==> config.mk <==
export PLATFORM = sky130hd
export DESIGN_NAME = mfp_timer_gen
export DESIGN_NICKNAME = d
export VERILOG_FILES = /design/src/rtl/mfp_timer_pkg.sv /design/src/rtl/mfp_timer_prescaler.sv /design/src/rtl/mfp_timer_gen.sv
export SDC_FILE = /design/constraint.sdc
export NUM_CORES = 1
export LEC_CHECK = 0
export CORE_MARGIN = 1.5
export CORE_UTILIZATION = 58
export CTS_BUF_LIST = sky130_fd_sc_hd__clkbuf_8
export CTS_CLUSTER_DIAMETER = 40
export DETAILED_ROUTE_END_ITERATION = 7
export GPL_ROUTABILITY_DRIVEN = 1
export PLACE_DENSITY_LB_ADDON = 0.3
export SKIP_CTS_REPAIR_TIMING = 1
export SLEW_MARGIN = 5
export SYNTH_ARGS = -nofsm -noshare
export SYNTH_HDL_FRONTEND = slang
export SYNTH_HIERARCHICAL = 1
export SYNTH_SLANG_ARGS = --single-unit
==> constraint.sdc <==
create_clock -name XCLK_I -period 9.9 [get_ports XCLK_I]
set_input_delay 1.98 -clock XCLK_I [delete_from_list [all_inputs] [get_ports XCLK_I]]
set_output_delay 1.98 -clock XCLK_I [all_outputs]
set_load 0.02 [all_outputs]
==> src/rtl/mfp_timer_pkg.sv <==
// Shared encodings and the prescaler divider table for the MFP timer channel.
package mfp_timer_pkg;

    localparam logic [3:0] MODE_STOP  = 4'd0;
    localparam logic [3:0] MODE_EVENT = 4'd8;

    localparam int unsigned CTRL_FORCE_TO = 4;
    localparam int unsigned CTRL_ONESHOT  = 5;
    localparam int unsigned CTRL_POL      = 6;

    // Divider for delay/pulse modes; index is mode[2:0], 0 never selects a running mode.
    function automatic logic [7:0] prescale_div(input logic [2:0] mode);
        logic [7:0] div;
        unique case (mode)
            3'd1:    div = 8'd4;
            3'd2:    div = 8'd10;
            3'd3:    div = 8'd16;
            3'd4:    div = 8'd50;
            3'd5:    div = 8'd64;
            3'd6:    div = 8'd100;
            3'd7:    div = 8'd200;
            default: div = 8'd4;
        endcase
        return div;
    endfunction

endpackage

==> src/rtl/mfp_timer_prescaler.sv <==
// Free-running XCLK_I prescaler: one-cycle tick when the count reaches div-1.
module mfp_timer_prescaler (
    input  logic       XCLK_I,
    input  logic       RST,
    input  logic       en,
    input  logic [7:0] div,
    output logic       tick
);

    logic [7:0] count_q;
    logic       at_end;

    // >= so a switch to a smaller divider cannot strand the count above the new limit
    assign at_end = (count_q >= (div - 8'd1));
    assign tick   = en & at_end;

    always_ff @(posedge XCLK_I) begin
        if (RST || !en) begin
            count_q <= 8'd0;
        end else if (at_end) begin
            count_q <= 8'd0;
        end else begin
            count_q <= count_q + 8'd1;
        end
    end

endmodule

==> src/rtl/mfp_timer_gen.sv <==
// MFP68901-style timer channel: delay, event and pulse modes with one-shot and read latch.
module mfp_timer_gen
    import mfp_timer_pkg::*;
#(
    parameter int unsigned WIDTH       = 8,
    parameter int unsigned SYNC_STAGES = 2,
    parameter int unsigned ONESHOT_EN  = 1
) (
    input  logic             XCLK_I,
    input  logic             RST,
    input  logic             DAT_WE,
    input  logic [WIDTH-1:0] DAT_I,
    output logic [WIDTH-1:0] DAT_O,
    input  logic             RD_HOLD,
    input  logic             CTRL_WE,
    input  logic [6:0]       CTRL_I,
    output logic [5:0]       CTRL_O,
    input  logic             T_I,
    output logic             DELAY_MODE,
    output logic             T_O,
    output logic             T_O_PULSE,
    output logic [WIDTH-1:0] SET_DATA_OUT
);

    localparam logic [WIDTH-1:0] CNT_ONE = {{(WIDTH-1){1'b0}}, 1'b1};

    logic [3:0]             mode_q, mode_d;
    logic                   oneshot_q, oneshot_d;
    logic                   pol_q, pol_d;
    logic [WIDTH-1:0]       data_q, data_d;
    logic [WIDTH-1:0]       cnt_q, cnt_d;
    logic [WIDTH-1:0]       dat_o_q;
    logic                   to_q, to_d;
    logic                   pulse_q;
    logic [SYNC_STAGES-1:0] sync_q;
    logic                   t_act, t_act_q, t_edge;
    logic                   tick, presc_en, count_en, timeout;

    assign t_act  = sync_q[SYNC_STAGES-1] ^ pol_q;
    assign t_edge = t_act & ~t_act_q;

    assign presc_en = (mode_q != MODE_STOP) && (mode_q != MODE_EVENT);

    mfp_timer_prescaler u_prescaler (
        .XCLK_I (XCLK_I),
        .RST    (RST),
        .en     (presc_en),
        .div    (prescale_div(mode_q[2:0])),
        .tick   (tick)
    );

    always_comb begin
        count_en = 1'b0;
        if (mode_q == MODE_STOP) begin
            count_en = 1'b0;
        end else if (mode_q == MODE_EVENT) begin
            count_en = t_edge;
        end else if (mode_q[3]) begin
            count_en = tick & t_act;
        end else begin
            count_en = tick;
        end
        // A stopping control write swallows any count in the same cycle
        if (CTRL_WE && (CTRL_I[3:0] == MODE_STOP)) begin
            count_en = 1'b0;
        end
    end

    assign timeout = count_en && (cnt_q == CNT_ONE);

    always_comb begin
        data_d    = DAT_WE ? DAT_I : data_q;
        cnt_d     = cnt_q;
        mode_d    = mode_q;
        oneshot_d = oneshot_q;
        pol_d     = pol_q;
        to_d      = to_q;
        if (count_en) begin
            if (timeout) begin
                cnt_d = DAT_WE ? DAT_I : data_q;
            end else begin
                cnt_d = cnt_q - CNT_ONE;
            end
        end else if (DAT_WE && (mode_q == MODE_STOP)) begin
            cnt_d = DAT_I;
        end
        if (CTRL_WE) begin
            mode_d    = CTRL_I[3:0];
            oneshot_d = CTRL_I[CTRL_ONESHOT] & (ONESHOT_EN != 0);
            pol_d     = CTRL_I[CTRL_POL];
        end else if (timeout && oneshot_q) begin
            mode_d = MODE_STOP;
        end
        if (CTRL_WE && CTRL_I[CTRL_FORCE_TO]) begin
            to_d = 1'b0;
        end else if (timeout) begin
            to_d = ~to_q;
        end
    end

    always_ff @(posedge XCLK_I) begin
        if (RST) begin
            mode_q    <= MODE_STOP;
            oneshot_q <= 1'b0;
            pol_q     <= 1'b0;
            data_q    <= '0;
            cnt_q     <= '0;
            dat_o_q   <= '0;
            to_q      <= 1'b0;
            pulse_q   <= 1'b0;
            sync_q    <= '0;
            t_act_q   <= 1'b0;
        end else begin
            mode_q    <= mode_d;
            oneshot_q <= oneshot_d;
            pol_q     <= pol_d;
            data_q    <= data_d;
            cnt_q     <= cnt_d;
            to_q      <= to_d;
            pulse_q   <= timeout;
            sync_q    <= {sync_q[SYNC_STAGES-2:0], T_I};
            t_act_q   <= t_act;
            if (!RD_HOLD) begin
                dat_o_q <= cnt_q;
            end
        end
    end

    assign DAT_O        = dat_o_q;
    assign CTRL_O       = {pol_q, oneshot_q, mode_q};
    assign DELAY_MODE   = ~mode_q[3];
    assign T_O          = to_q;
    assign T_O_PULSE    = pulse_q;
    assign SET_DATA_OUT = data_q;

endmodule

======== After elaboration in Yosys (flattened, before gate mapping) ========
Cells that the tools add are included.
word-level totals
  flip-flop bits (word level) ............. 43
  input bits .............................. 21
  output and inout bits ................... 25
  logic and storage cells ................. 57
cells by class
  $add $sub $neg .......................... 3
  order comparisons ....................... 1
  equality and inequality tests ........... 9
  multiplexer cells ....................... 11
  bitwise operators ....................... 7
  reduce and logical (&&, ||, !) cells .... 15
operators with widths
  cell                   number
  $pmux W8 S6            1
  $mux W8                4
  $sub A8 B1 Y8 const B  2
  $eq A3 B3 Y1 const B   4
  $add A8 B1 Y8 const B  1
  $eq A8 B1 Y1 const B   1
  $ge A8 B8 Y1           1
  $logic_not A4 Y1       2
  $mux W4                2
  $eq A3 B2 Y1 const B   2
  $logic_and A1 B1 Y1    6
  $eq A4 B4 Y1 const B   1
  $mux W1                4
  $ne A4 B4 Y1 const B   1
  $reduce_bool A2 Y1     2
  $reduce_bool A4 Y1     1
  $reduce_or A2 Y1       2
  $and A1 B1 Y1          3
  $not A1 Y1             3
  $logic_not A1 Y1       1
  $logic_or A1 B1 Y1     1
  $xor A1 B1 Y1          1

======== Longest topological paths before layout ========
Gate-level depths: netlist of the first run.
  depth in word-level cells ............... 14
  depth in mapped cells ................... 18

======== By module ========
Netlist of the first run, hierarchy kept.
modules (own cells, without submodules)
  module               instances  cells each  area each (um2)  seq. area each (um2)
  mfp_timer_gen        1          177         1711.6           700.7
  mfp_timer_prescaler  1          71          639.4            160.2

======== Least setup slack after synthesis of the first run ========
No wires, ideal clock.
  kind .................................... register to register
  start ................................... register mode_q[2]
  end ..................................... register cnt_q[4]
  setup time .............................. 0.074 ns
  data arrival time ....................... 3.365 ns
  slack ................................... 6.460 ns
  cell stages (with the launch flop) ...... 18
  path buffers ............................ 2
  period minus slack after synthesis ...... 3.440 ns
  cell sequence ........................... dfxtp_1 > clkbuf_1 > nor2b_1 > nor3b_1 > nor4_1 > nand2_1 > xor2_1 > ha_1 > a21oi_1 > o21a_1 > o21ai_0 > and2_1 > o31ai_1 > a21oi_1 > o21ai_1 > buf_2 > nand3_1 > a31oi_1
between the ends
  word-level cells in the longest chain between the ends .. 13
  elaborated cells on any way between the ends .. 25
  classes of those cells .................. 1 x add/sub; 1 x order compare; 8 x eq/ne; 7 x mux; 2 x bitwise; 6 x reduce/logical
ends and longest elaborated chain
  what                                          line                       source
  from (decl)                                   mfp_timer_gen.sv:27        logic [3:0] mode_q, mode_d;
  from (signal assigned)                        mfp_timer_gen.sv:114       mode_q <= mode_d;
  $eq A3 B3 Y1 or $eq A3 B2 Y1 (tied branches)  mfp_timer_pkg.sv:14        unique case (mode)
  $pmux W8 S6                                   mfp_timer_pkg.sv:14
  $sub A8 B1 Y8                                 mfp_timer_prescaler.sv:14  assign at_end = (count_q >= (div - 8'd1));
  $ge A8 B8 Y1                                  mfp_timer_prescaler.sv:14
  $and A1 B1 Y1 *                               mfp_timer_prescaler.sv:15  assign tick = en & at_end;
  net tick                                      mfp_timer_gen.sv:37        logic tick, presc_en, count_en, timeout;
  $and A1 B1 Y1                                 mfp_timer_gen.sv:59        count_en = tick & t_act;
  $mux W1 *                                     mfp_timer_gen.sv:58        end else if (mode_q[3]) begin
  $mux W1 *                                     mfp_timer_gen.sv:56        end else if (mode_q == MODE_EVENT) begin
  $mux W1 *                                     mfp_timer_gen.sv:54        if (mode_q == MODE_STOP) begin
  $mux W1 *                                     mfp_timer_gen.sv:64        if (CTRL_WE && (CTRL_I[3:0] == MODE_STOP)) begin
  $logic_and A1 B1 Y1                           mfp_timer_gen.sv:69        assign timeout = count_en && (cnt_q == CNT_ONE);
  $mux W8                                       mfp_timer_gen.sv:79        if (timeout) begin
  $mux W8                                       mfp_timer_gen.sv:78        if (count_en) begin
  to (signal assigned)                          mfp_timer_gen.sv:118       cnt_q <= cnt_d;
  to (decl)                                     mfp_timer_gen.sv:31        logic [WIDTH-1:0] cnt_q, cnt_d;
Mark *: on every way through the listed nets, which the timed path passes. The rest lies on a longest branch.
A chain may end at the register's enable or synchronous reset.

======== Worst setup path in the final report of the first run ========
  start ................................... register mode_q[2]
  end ..................................... register cnt_q[1]
The elaborated chain is that of the path after synthesis.

==> flow_metrics.tcl, run 1 <==
set metrics [dict create \
    status "complete, no violations" \
    via_per_inst 5.331 \
    cp-start-kind "flop" \
    fillCellCount 260 \
    critical_path.most_common_cell "a21oi_1" \
    synth_mux_area_share_pct 13.20 \
    leakage_uw 0.001155 \
    synth-edff-count 0 \
    slew_viol_final 0 \
    setup_violations 0 \
    max_freq_ghz 0.2417 \
    diodes 0 \
    crit_chain "nor2b_1, nor3b_1, nor2_1, nor4b_1, xnor2_1, ha_1, a21oi_1, o21a_1, o21ai_0, and2_1, o31ai_1, a21oi_1, o21ai_1, o221ai_1, a31oi_1" \
    relSlewSlack_pct 25.40 \
    yosys_register_bits 43 \
    r2r-start "mode_q[2]$_SDFFE_PP0P_" \
    wl_per_cell_um 13.62 \
    drtAntennaViolNets 0 \
    cts_buffer_depth 2 \
    yosysSeqAreaShare_pct 36.62 \
    fin_crit_sh_pct 41.79 \
    grt_pass1_wl_um 7679 \
    crit_arrival_ns 4.36 \
    drv_cap 0 \
    start_util_pct 62.34 \
    fp.dieW_um 66.67 \
    power_density_nw_per_um2 137.8 \
    tns_ns 0 \
    reg2regPathDepth 15 \
    min_period_ns 4.138 \
    dp_hpwl_um 3394 \
    tightest_slew_ns 1.112 \
    clock-sinks 43 \
    synth-xor-area-share_pct 7.078 \
    synth_cell_type_count 45 \
    grt_util_all_layers_pct 23.00 \
    via_count 1802 \
    grt_pass1_vias 1718 \
    skew_ns 0.006038 \
    synthesis.area_per_instance_um2 9.480 \
    crit_type "flop to flop" \
    rsz0062_at_grt "no" \
    core_area_um2 3771 \
    ir_worst_vdd_mv 0.08523 \
    cts_max_level 2 \
    ys_warn_count 6 \
    drtIter0Drc 104 \
    place_area_um2 2806 \
    io_buffers 45 \
    ys.flop_type "dfxtp_1" \
    critPathLaunch "mode_q[2]$_SDFFE_PP0P_" \
    grt_max_degree 35 \
    crit_family "compound AO/OA/AOI/OAI gates" \
    synth_compound_gate_area_share_pct 12.93 \
    gp_congestion 0.7811 \
    antenna_found_initial 0 \
    regToRegSetupSlack_ns 5.76 \
    cts.clk_slew.worst_paths_ns 0.08 \
    nets 322 \
    route.detailed.drc 0 \
    cp_num_buf_inv 0 \
    synthSimpleGateAreaFrac_pct 18.41 \
    drt_first_pass_iters 4 \
    hp-class "flop to flop" \
    cts_tree "yes" \
    crit_fanout 16 \
    synth_async_sr_flop_share_pct 0 \
    cts_buffers 5 \
    worstSkewPairLatency_ns 0.30 \
    end_kind "flop" \
    worstPathRequired_ns 10.12 \
    worstSetupPathDepth 15 \
    io_pins 46 \
    syn_to_final_growth_pct 22.83 \
    postRouteWirelength_um 4604 \
    netlist_area_um2 2351 \
    synthAdderAreaFrac_pct 6.386 \
    max_stage_delay_ns 0.89 \
    die-area_um2 4444 \
    num_rows 22 \
    drive_above_1_share_pct 5.517 \
    synth_top_family_by_area "simple AND/OR/NAND/NOR gates" \
    overflow 0 \
    cts_root_buffer "clkbuf_8" \
    cp_slowest_cell "o21ai_1" \
    fin_cells 338 \
    place_inst 330 \
    hold_viol_final 0 \
    stdcell_area_um2 2888 \
    hold_depth 1 \
    syn_inst 248 \
    hp-start "sync_q[0]$_SDFF_PP0_" \
    die_h_um 66.67 \
]
[report_power, final]
part,leakage (uW),internal (uW),switching [uW]
clock network,0.0000505,47.5,57.1
logic,0.000753,51.0,49.3
registers,0.000352,182,10.9
total,0.00116,281,117
[metal layers]
metal | track usage, % | part of all wire [%]
met3 | 7.432 | 5.8
met1 | 28.33 | 47
met5 | 0 | 0
met4 | 8.418 | 1.3
met2 | 37.38 | 46
[layout by cell type (no fill, tap or decap), types with 2 or more instances in the layout]
cell / instances
clkbuf_8: 5
inv_1: 15
dfxtp_1: 43
nand3_1: 3
xor2_1: 8
nor2b_1: 7
nor2_1: 35
nand3b_1: 2
o21ai_0: 3
a211o_1: 2
a21oi_1: 6
xnor2_1: 11
ha_1: 12
nor3b_1: 3
nand2b_1: 2
nand2_1: 9
o21a_1: 5
a31oi_1: 2
mux2i_1: 31
conb_1: 4
nor3_1: 5
a22o_1: 4
nor4_1: 2
a211oi_1: 6
clkdlybuf4s50_1: 45
[area by class of cell]
cell class,instances,area [um^2],share of cell area (%)
multi-input combinational,180,1379,47.75
sequential,43,860.8,29.81
timing repair buffer,46,457.9,15.86
clock buffer,5,68.82,2.383
tap,48,60.06,2.080
inverter,13,48.80,1.690
clock inverter,3,12.51,0.4333
[cells in the mapped netlist (2+ instances only)]
library cell | number | share of area [%]
dfxtp_1 | 43 | 37
a22o_1 | 4 | 1.5
nand2b_1 | 2 | 0.53
buf_4 | 2 | 0.64
ha_1 | 12 | 6.4
a21oi_1 | 6 | 1.3
inv_1 | 13 | 2.1
buf_2 | 2 | 0.43
nand3b_1 | 2 | 0.64
xor2_1 | 8 | 3.0
nand2_1 | 9 | 1.4
mux2i_1 | 31 | 13
a31oi_1 | 2 | 0.53
o21a_1 | 5 | 1.6
a211o_1 | 2 | 0.75
nand3_1 | 3 | 0.64
nor4_1 | 2 | 0.53
xnor2_1 | 11 | 4.1
o21ai_0 | 3 | 0.64
nor3b_1 | 3 | 0.96
a211oi_1 | 6 | 1.9
nor2_1 | 35 | 5.6
clkbuf_1 | 10 | 1.6
nor3_1 | 5 | 1.1
nor2b_1 | 7 | 1.9
[path summary, 6_finish.rpt]
path	to
worst max register to register	cnt_q[1]$_SDFFE_PP0P_
worst min-delay path	sync_q[1]$_SDFF_PP0_
worst max-delay path	cnt_q[1]$_SDFFE_PP0P_
worst min register to register	sync_q[1]$_SDFF_PP0_
[metrics by stage]
stage               hold WS (ns)  power, uW  worst slack (ns)  util, %
global placement          0.4239      293.5             5.982    74.42
finish                    0.4542      398.0             5.762    76.58
detailed placement        0.4418      296.8             5.887    74.42
CTS                       0.4586      399.3             5.792    76.58
floorplan                 0.4138      267.5             6.460        -
global route              0.4613      417.8             5.400    76.58
[cell families (layout without fill, tap and decap cells)]
kind of cell | Yosys count | after routing
xor gates and xnor gates | 19 | 19
other | 1 | 4
adders and majority gates | 12 | 12
AOI/OAI and AO/OA | 35 | 35
and+or+nand+nor | 79 | 79
muxes | 31 | 31
buffers and inverters | 28 | 67
DFF | 43 | 43
[state kept, by name (all words and copies together), names as in the netlist]
| register | flops |
|---|---|
| DAT_O | 8 |
| SET_DATA_OUT | 8 |
| T_O | 1 |
| T_O_PULSE | 1 |
| cnt_q | 8 |
| mode_q | 4 |
| oneshot_q | 1 |
| pol_q | 1 |
| sync_q | 2 |
| t_act_q | 1 |
| u_prescaler/count_q | 8 |
[worst reg2reg max path: stages (launching register included)]
cell and delay (ns):
dfxtp_1 0.53, nor2b_1 0.30, nor3b_1 0.13, nor2_1 0.15
nor4b_1 0.36, xnor2_1 0.19, ha_1 0.28, a21oi_1 0.14
o21a_1 0.18, o21ai_0 0.11, and2_1 0.18, o31ai_1 0.06
a21oi_1 0.11, o21ai_1 0.89, o221ai_1 0.24, a31oi_1 0.21
Power figures use the tool's default switching activity.
==> inputs of run 2 (changes only) <==
- CORE_UTILIZATION: 58 -> 48
- clock period: 9.9 -> 3.6 ns (I/O delays scaled with it)
==> run 2 against run 1 <==
Clock skew decreased by 0.0019 ns. Core utilization decreased by 13 points. Register-to-register slack got worse by 5.5 ns. Combinational power increased to 2.9 times the previous value. Largest power group unchanged. Via count increased by 2.3%. Sequential power increased to 2.7 times the previous value. Critical path depth unchanged.
==> flow_metrics.tcl, run 2 (synthesis gave the netlist of run 1 again) <==
set metrics [dict create \
    drtAntennaViolNets 0 \
    num_rows 25 \
    critical_path.most_common_cell "o21ai_0" \
    grt_pass1_wl_um 7941 \
    diodes 0 \
    via_per_inst 5.011 \
    cp_num_buf_inv 1 \
    max_stage_delay_ns 0.50 \
    crit_arrival_ns 3.48 \
    wl_per_cell_um 12.65 \
    power.internal_uw 786.2 \
    io_buffers 45 \
    max_freq_ghz 0.3038 \
    pwr-share-seq_pct 47.6 \
    core_area_um2 4723 \
    cts.clk_slew.worst_paths_ns 0.08 \
    cts_max_level 2 \
    drt_first_pass_iters 4 \
    drtIter0Drc 33 \
    regToRegSetupSlack_ns 0.31 \
    cts_buffer_depth 2 \
    end_kind "flop" \
    hp-class "flop to flop" \
    cts_buffers 5 \
    hold_viol_final 0 \
    postRouteWirelength_um 4656 \
    clock-sinks 43 \
    antenna_found_initial 0 \
    relSlewSlack_pct 47.40 \
    via_count 1844 \
    reg2regPathDepth 15 \
    crit_family "compound AO/OA/AOI/OAI gates" \
    cts_root_buffer "clkbuf_8" \
    nets 333 \
    drv_cap 0 \
    gp_congestion 0.8003 \
    dp_worst_setup_slack_ns -0.02094 \
    rsz0062_at_grt "no" \
    power_switching_uw 327.0 \
    fp.dieW_um 72.99 \
    grt_util_all_layers_pct 19.08 \
    fin_crit_sh_pct 91.42 \
    overflow 0 \
    hold_depth 1 \
    final_cell_mix "clkdlybuf4s50_1, dfxtp_1, nor2_1" \
    status "complete, no violations" \
    sw_frac_of_total_pct 29.37 \
    io_pins 46 \
    route.detailed.drc 0 \
    hold_slack_ns 0.4572 \
    slew_viol_final 0 \
    final_common_cell "clkdlybuf4s50_1" \
    skew_ns 0.004104 \
    cts_tree "yes" \
    start_util_pct 49.77 \
    ir_worst_vdd_mv 0.2570 \
    worstSkewPairLatency_ns 0.29 \
    crit_type "flop to flop" \
    p_clk_share_pct 26.4 \
    setup_violations 0 \
    die_h_um 72.99 \
    crit_fanout 8 \
    syn_to_final_growth_pct 28.63 \
    grt_pass1_vias 1772 \
    worstPathRequired_ns 3.79 \
    die-area_um2 5327 \
    leakage_uw 0.001211 \
    cp-start-kind "flop" \
    cp_slowest_cell "o21ai_0" \
    layout_setup_ws_ns 0.3088 \
    comb_power_share_pct 26.1 \
    tightest_slew_ns 0.7857 \
    worstSetupPathDepth 15 \
    grt_max_degree 19 \
    crit_chain "o21ai_0, nor2_1, nor4b_2, xnor2_1, ha_1, nand2_1, a211o_1, o21ai_0, and2_1, o31ai_1, a21oi_1, buf_4, o211ai_4, o21a_4, a22o_1" \
    min_period_ns 3.291 \
    drive_above_1_share_pct 11.30 \
    power_density_nw_per_um2 368.1 \
    dp_hpwl_um 3543 \
]
[run 2: power by group through the flow]
stage,Combinational (uW),Clock [uW],Sequential (uW)
after floorplan,189,0,546
after global placement,284,0,540
after detailed placement,287,0,541
after CTS,289,304,530
after global routing,321,326,534
final,290,293,530
[run 2: cell type report]
class	instances	area (um^2)
Fill cell	395	1699
Clock buffer	5	68.82
Inverter	13	48.80
Multi-Input combinational cell	180	1404
Tap cell	67	83.83
Clock inverter	3	16.27
Timing Repair Buffer	57	540.5
Sequential cell	43	862.1
[run 2: path summary, 6_finish.rpt]
check                              start                     end
setup / recovery  mode_q[1]$_SDFFE_PP0P_  mode_q[1]$_SDFFE_PP0P_
hold / removal      sync_q[0]$_SDFF_PP0_    sync_q[1]$_SDFF_PP0_
setup reg to reg  mode_q[1]$_SDFFE_PP0P_  mode_q[1]$_SDFFE_PP0P_
hold reg to reg     sync_q[0]$_SDFF_PP0_    sync_q[1]$_SDFF_PP0_
[run 2: routing by layer]
| metal | GRT usage (%) | part of all wire (%) |
|---|---|---|
| met1 | 23.73 | 46 |
| met2 | 33.03 | 51 |
| met3 | 4.282 | 3.2 |
| met4 | 5.241 | 0.41 |
| met5 | 0 | 0 |
[run 2: stage by stage]
stage                     setup TNS (ns)  util [%]  cells  power, uW  instance area, um^2
after detailed placement        -0.02094     61.67    360      827.4                 2913
after global placement                 0     61.67    360      823.4                 2913
after CTS                       -0.04167     63.47    368       1122                 2998
final                                  0     64.03    368       1113                 3024
after floorplan                        0         -    251      735.5                 2362
after global routing                   0     64.03    368       1180                 3024
